File: config.mk
export PLATFORM = sky130hd
export DESIGN_NAME = latch_stage_hs
export DESIGN_NICKNAME = d
export VERILOG_FILES = /design/src/rtl/latch_stage_hs.sv
export SDC_FILE = /design/constraint.sdc
export NUM_CORES = 1
export LEC_CHECK = 0
export ABC_AREA = 1
export BUFFER_PORTS_ARGS = -buffer_cell sky130_fd_sc_hd__buf_4
export CAP_MARGIN = 20
export CORE_MARGIN = 4
export CORE_UTILIZATION = 30
export CTS_BUF_LIST = sky130_fd_sc_hd__clkbuf_4 sky130_fd_sc_hd__clkbuf_8
export DETAILED_ROUTE_END_ITERATION = 12
export PLACE_DENSITY = 0.57
export REMOVE_ABC_BUFFERS = 1
export SLEW_MARGIN = 30
export SYNTH_ARGS = -nofsm -noshare
export SYNTH_HDL_FRONTEND = slang
export SYNTH_SLANG_ARGS = --single-unit
File: constraint.sdc
create_clock -name clock -period 3.1 [get_ports clock]
set_clock_uncertainty 0.1 [all_clocks]
set_input_delay 0.155 -clock clock [delete_from_list [all_inputs] [get_ports clock]]
set_output_delay 0.155 -clock clock [all_outputs]
set_load 0.02 [all_outputs]
File: src/rtl/latch_stage_hs.sv
// latch_stage_hs: RV32 pipeline stage register (instr + PC) with valid/ready handshake,
// synchronous flush with NOP bubble and saturating stall counter. Optional macro: SKID_BUFFER_EN.
module latch_stage_hs #(
   parameter int                 INSTR_W   = 32,
   parameter int                 PC_W      = 32,
   parameter logic [INSTR_W-1:0] NOP_INSTR = 32'h00000013,
   parameter logic [PC_W-1:0]    RESET_PC  = 32'h00000000,
   parameter int                 CNT_W     = 16
) (
   input  logic               clock,
   input  logic               reset,
   input  logic               flush,
   input  logic               in_valid,
   output logic               in_ready,
   input  logic [INSTR_W-1:0] in_instr,
   input  logic [PC_W-1:0]    in_pc,
   output logic               out_valid,
   input  logic               out_ready,
   output logic [INSTR_W-1:0] out_instr,
   output logic [PC_W-1:0]    out_pc,
   output logic [CNT_W-1:0]   stall_count
);

   localparam logic [1:0] ST_EMPTY = 2'd0;
   localparam logic [1:0] ST_FULL  = 2'd1;
   localparam logic [1:0] ST_SKID  = 2'd2;

   logic [1:0]         state;
   logic [1:0]         next_state;
   logic [INSTR_W-1:0] main_instr;
   logic [PC_W-1:0]    main_pc;
   logic               accept;
   logic               consume;
   logic               load_main;

   assign out_valid = (state != ST_EMPTY);
   assign accept    = in_valid && in_ready;
   assign consume   = out_valid && out_ready;
   // An empty stage presents a bubble; the PC is left as it was for debug visibility.
   assign out_instr = out_valid ? main_instr : NOP_INSTR;
   assign out_pc    = main_pc;

`ifdef SKID_BUFFER_EN
   logic [INSTR_W-1:0] skid_instr;
   logic [PC_W-1:0]    skid_pc;
   logic               ready_q;
   logic               load_skid;
   logic               main_from_skid;

   assign in_ready = ready_q;
`else
   assign in_ready = out_ready || !out_valid;
`endif

   always_comb begin
      next_state = state;
      load_main  = 1'b0;
`ifdef SKID_BUFFER_EN
      load_skid      = 1'b0;
      main_from_skid = 1'b0;
`endif
      case (state)
         ST_EMPTY: begin
            if (accept) begin
               next_state = ST_FULL;
               load_main  = 1'b1;
            end
         end
         ST_FULL: begin
            if (accept && consume) begin
               load_main = 1'b1;
            end else if (consume) begin
               next_state = ST_EMPTY;
`ifdef SKID_BUFFER_EN
            end else if (accept) begin
               next_state = ST_SKID;
               load_skid  = 1'b1;
`endif
            end
         end
`ifdef SKID_BUFFER_EN
         ST_SKID: begin
            if (consume) begin
               next_state     = ST_FULL;
               load_main      = 1'b1;
               main_from_skid = 1'b1;
            end
         end
`endif
         default: next_state = ST_EMPTY;
      endcase
      // Flush discards everything held plus whatever is being accepted this cycle.
      if (flush) begin
         next_state = ST_EMPTY;
         load_main  = 1'b0;
`ifdef SKID_BUFFER_EN
         load_skid  = 1'b0;
`endif
      end
   end

   always_ff @(posedge clock or posedge reset) begin
      if (reset) begin
         state      <= ST_EMPTY;
         main_instr <= NOP_INSTR;
         main_pc    <= RESET_PC;
      end else begin
         state <= next_state;
         if (load_main) begin
`ifdef SKID_BUFFER_EN
            main_instr <= main_from_skid ? skid_instr : in_instr;
            main_pc    <= main_from_skid ? skid_pc : in_pc;
`else
            main_instr <= in_instr;
            main_pc    <= in_pc;
`endif
         end
      end
   end

`ifdef SKID_BUFFER_EN
   // in_ready is precomputed from the next state so upstream never sees out_ready combinationally.
   always_ff @(posedge clock or posedge reset) begin
      if (reset) begin
         skid_instr <= NOP_INSTR;
         skid_pc    <= RESET_PC;
         ready_q    <= 1'b1;
      end else begin
         ready_q <= (next_state != ST_SKID);
         if (load_skid) begin
            skid_instr <= in_instr;
            skid_pc    <= in_pc;
         end
      end
   end
`endif

   always_ff @(posedge clock or posedge reset) begin
      if (reset) begin
         stall_count <= '0;
      end else if (in_valid && !in_ready && (stall_count != {CNT_W{1'b1}})) begin
         stall_count <= stall_count + CNT_W'(1);
      end
   end

endmodule

# Word-level counts from Yosys, hierarchy flattened
# Index checks and enable logic that the tools add are counted.
[word_totals]
register_bits = 82
input_bits = 69
output_inout_bits = 82
wordCells = 31
[op_classes]
n_addsub = 1
n_eq_ne = 5
muxes = 10
n_reduce_logical = 11
[ops]
columns = ["cell", "n"]
rows = [
  ["32-bit two-way mux", 1],
  ["16-bit by 1-bit adder with 16-bit output (second input constant)", 1],
  ["16-bit != test (second input constant)", 1],
  ["3-bit != test (second input constant)", 3],
  ["2-bit two-way mux", 4],
  ["1-bit logical AND", 5],
  ["2-bit case mux with 2 select lines", 1],
  ["1-bit two-way mux", 3],
  ["3-bit AND reduction", 1],
  ["2-bit by 1-bit == test with 1-bit output (second input constant)", 1],
  ["1-bit logical NOT", 2],
  ["2-bit logical NOT", 1],
  ["1-bit case mux with 2 select lines", 1],
  ["2-bit nonzero test", 1],
  ["1-bit logical OR", 1],
]

# Logic depth before layout (Yosys ltp)
[depth]
depth_word = 8
ltp_mapped = 9
mapped_depth_nobuf = 9

# Worst setup path after synthesis
# OpenSTA, ideal clock, no wires.
[synth_path]
path_type = "reg-to-reg"
startpoint = "reg stall_count[1]"
endpoint = "reg stall_count[15]"
setup_ns = 0.116
arrival_ns = 1.499
required_ns = 2.884
setup_slack_ns = 1.385
stages_incl_launch_ff = 10
path_cell_list = "dfrtp_1 > ha_1 > nand3_2 > clkinv_2 > nand2_4 > o21ai_4 > inv_2 > buf_6 > nand2_1 > nand2_1"
[synth_via]
elab_chain_len = 2
word_cells_on_any_way = 3
classes_between = "1 x add/sub; 1 x eq/ne; 1 x reduce/logical"
[synth_rtl]
columns = ["element", "line_no", "text"]
rows = [
  ["from (decl)", "21", "output logic [CNT_W-1:0] stall_count"],
  ["from (signal assigned)", "142", "stall_count <= stall_count + CNT_W'(1);"],
  ["parallel branches: the longest is 2 deep, another holds 16-bit by 1-bit adder with 16-bit output", "n/a", ""],
]
# Several ways; the timed one is not identified.
# A chain may end at the register's enable or synchronous reset.

# Worst setup path in the final report
[layout_path]
startpoint = "reg stall_count[0]"
endpoint = "reg stall_count[10]"
# Same word-level chain as after synthesis.

==> qor.yml <==
min_to: "stall_count[12]"
synth_fa_ha_area_share_pct: 0.335
critical_path.startpoint_type: "flip-flop"
worstHoldPathCells: 5
clockBufferDepth: 2
worst_slew_pin_slew_ns: 0.920
relSlewSlack_pct: 38.7
outcome: "complete, no violations"
number_of_antenna_violations_at_the_first_check_in_global_routing: 0
synth-compound-area-share_pct: 1.78
wl_per_cell_um: 12.8
synthDominantCellAreaShare_pct: 52.3
power.leakage_nw: 3.02
worst_r2r_startpoint: "stall_count[0]"
placedInstanceArea_um2: 5000
antenna_cells_inserted: 0
setup_tns_ns: 0
vias: 3086
cp.arrival_ns: 2.09
timing.hold.worst.class: "primary input to flip-flop"
finalWirelength_um: 9500
ant_nets: 0
final_cells: 745
final_nets: 642
cp.required_ns: 3.23
cts_tree: "built"
drt_pass1_iterations: 4
post-route-period-util_pct: 63.1
cts_made_buffers: 9
clk_pin_slew_ns: 0.08
dp.final_hpwl_um: 6510
critical-path-top-cell-by-count: "sky130_fd_sc_hd__nand2_1"
core_area_um2: 12100
place_congestion: 0.776
syn-cell-area_um2: 3730
ir_worst_vdd_mv: 0.324
power_per_cell_area_nw_per_um2: 502
grt.overflow.total: 0
crit_path_max_cell_delay_ns: 0.43
placed_cells: 662
grtUsageTotal_pct: 13.6
placementRows: 40
finalCoreUtilization_pct: 48.7
syn_area_per_cell_um2: 10.5
cts_hold_buf: 67
worst_hold_startpoint: "in_valid"
synth_area_in_xor_xnor_pct: 1.64
timing_hold_violations_final: 0
reg2reg_slack_ns: 1.14
clock_tree_root_driver_cell: "sky130_fd_sc_hd__clkbuf_8"
dr.first_iter.drc_count: 91
clock_sinks: 81
floorplan.die.width_um: 120
crit_path_cell_trace: "ha_1 > nand3_2 > clkinv_2 > nand2_4 > o21ai_4 > inv_2 > nand2_1 > nand2_1"
synth_simple_gate_area_share_pct: 15.1
port_buffers: 150
critPathTopFamily: "flip-flops"
post-place-ws_ns: 1.14
critical_path_start_end_classification: "flip-flop to flip-flop"
final_max_slew_viol_count: 0
post_route_drc: 0
grt_pass1_vias: 3261
dieArea_um2: 14300
synth_top_family_by_area: "multiplexers"
clock_tree.htree_level_count: 3
ys_types: 25
via_per_inst: 4.14
postCtsSetupBuffers: 0
p_total_mw: 2.96
synth_seq_area_share_pct: 54.4
endpoint_kind: "flip-flop"
crit_path_max_fanout: 18
grt_start_max_net_pins: 68
cp_slowest_cell: "sky130_fd_sc_hd__dfrtp_1"
worst-path-buf-inv: 2
drv_cap: 0
area_delta_synth_final_pct: 58.1
synth_top_area_cell: "sky130_fd_sc_hd__dfrtp_1"
fmaxAchievable_mhz: 511
post_synth_inst_count: 355
clk-insertion-delay-late_ns: 0.34
num_io_pins: 151
grt_first_pass_wirelength_um: 16100
floorplan.initialDensity_pct: 30.8
post_route_cells_drive_above_1_share_pct: 40.0
ys_ff_latch: 81
postLayoutCellArea_um2: 5900
die_y_um: 120
fin_ws_ns: 1.14
netlist_top_cells_area: "sky130_fd_sc_hd__dfrtp_1, sky130_fd_sc_hd__mux2_2, sky130_fd_sc_hd__nand2_1"
rsz0062_at_grt: "no"
resize_count_post_cts: 0
setup-violations-final: 0
finalHoldWorstSlack_ns: 0.176
ys.warnings.count: 0
r2r-end: "stall_count[10]"
synth_mux_area_share_pct: 19.4
finalCriticalPeriod_ns: 1.96
timing.reg2reg.worst_path_depth: 8
per-layer routing:
metal / up-vias / share of wire (%) / global-route usage [%]
met5: - / 0 / 0
met4: 0 / 1.1 / 4.15
met3: 9 / 4.9 / 3.39
met2: 79 / 49 / 22.7
met1: 1451 / 44 / 17.5
li1: 1547 / - / -
cells in the mapped netlist, drive strengths merged:
master	number
o21ai	7
xnor2	7
inv	45
a21oi	4
nor2	22
clkbuf	3
dfrtp	78
clkinv	1
mux2	61
nand3	6
nand2	102
buf	10
ha	1
dfstp	3
nand4	5
registers in the layout (all words and copies together) (netlist names):
name	count
main_instr	32
stall_count	16
out_pc	32
state	1
cells in the final DEF, fill, tap and decap left out:
cell                              n
sky130_fd_sc_hd__a21oi_1          4
sky130_fd_sc_hd__buf_12           1
sky130_fd_sc_hd__buf_4          151
sky130_fd_sc_hd__bufinv_16        2
sky130_fd_sc_hd__clkbuf_4         1
sky130_fd_sc_hd__clkbuf_8        10
sky130_fd_sc_hd__clkinv_2         3
sky130_fd_sc_hd__clkinvlp_4       2
sky130_fd_sc_hd__dfrtp_1         78
sky130_fd_sc_hd__dfstp_2          3
sky130_fd_sc_hd__dlygate4sd3_1   67
sky130_fd_sc_hd__ha_1             1
sky130_fd_sc_hd__inv_1           43
sky130_fd_sc_hd__inv_2            1
sky130_fd_sc_hd__mux2_1          14
sky130_fd_sc_hd__mux2_2          37
sky130_fd_sc_hd__mux2_4          10
sky130_fd_sc_hd__nand2_1         97
sky130_fd_sc_hd__nand2_2          3
sky130_fd_sc_hd__nand2_4          2
sky130_fd_sc_hd__nand3_1          5
sky130_fd_sc_hd__nand3_2          1
sky130_fd_sc_hd__nand4_1          5
sky130_fd_sc_hd__nor2_1          19
sky130_fd_sc_hd__nor2_2           2
sky130_fd_sc_hd__nor2_4           1
sky130_fd_sc_hd__o21ai_0          6
sky130_fd_sc_hd__o21ai_4          1
sky130_fd_sc_hd__xnor2_1          7
cell type report:
cell class / instances / area, µm²
timing repair buffer: 219 / 1820
multi-input combinational: 215 / 1430
clock inverter: 5 / 80.1
fill: 1165 / 6210
tap: 168 / 210
inverter: 46 / 175
sequential: 81 / 2030
clock buffer: 11 / 145
worst register-to-register path, delay by kind of cell (launching register included):
kind	cells	cell delay [ns]
adder cells (fa/ha/maj)	1	0.23
AND/OR/NAND/NOR	4	0.37
buffers and inverters	2	0.32
flip-flops	1	0.43
AO/OA/AOI/OAI	1	0.41
worst max path at each step:
stage / to / startpoint / depth (start not counted)
2_1_floorplan: main_instr[10] / state[0] / 3
3_3_place_gp: stall_count[10] / stall_count[1] / 8
3_5_place_dp: stall_count[10] / stall_count[0] / 8
4_1_cts: out_pc[6] / flush / 5
5_1_grt: stall_count[10] / stall_count[0] / 8
6_report: stall_count[10] / stall_count[0] / 8
logic make-up (layout without fill, tap and decap cells):
family / Yosys count / after routing
AOI/OAI and AO/OA: 11 / 11
and+or+nand+nor: 135 / 135
xor gates and xnor gates: 7 / 7
buffers and inverters: 59 / 281
adders and majority gates: 1 / 1
muxes: 61 / 61
DFF: 81 / 81
power by group:
| group | total, mW | internal, mW | leakage (nW) | switching (mW) |
|---|---|---|---|---|
| combinational | 0.781 | 0.417 | 1.93 | 0.364 |
| sequential | 1.32 | 1.22 | 0.981 | 0.102 |
| clock | 0.855 | 0.484 | 0.109 | 0.371 |
Note: power is estimated with default switching activity, not from simulation.
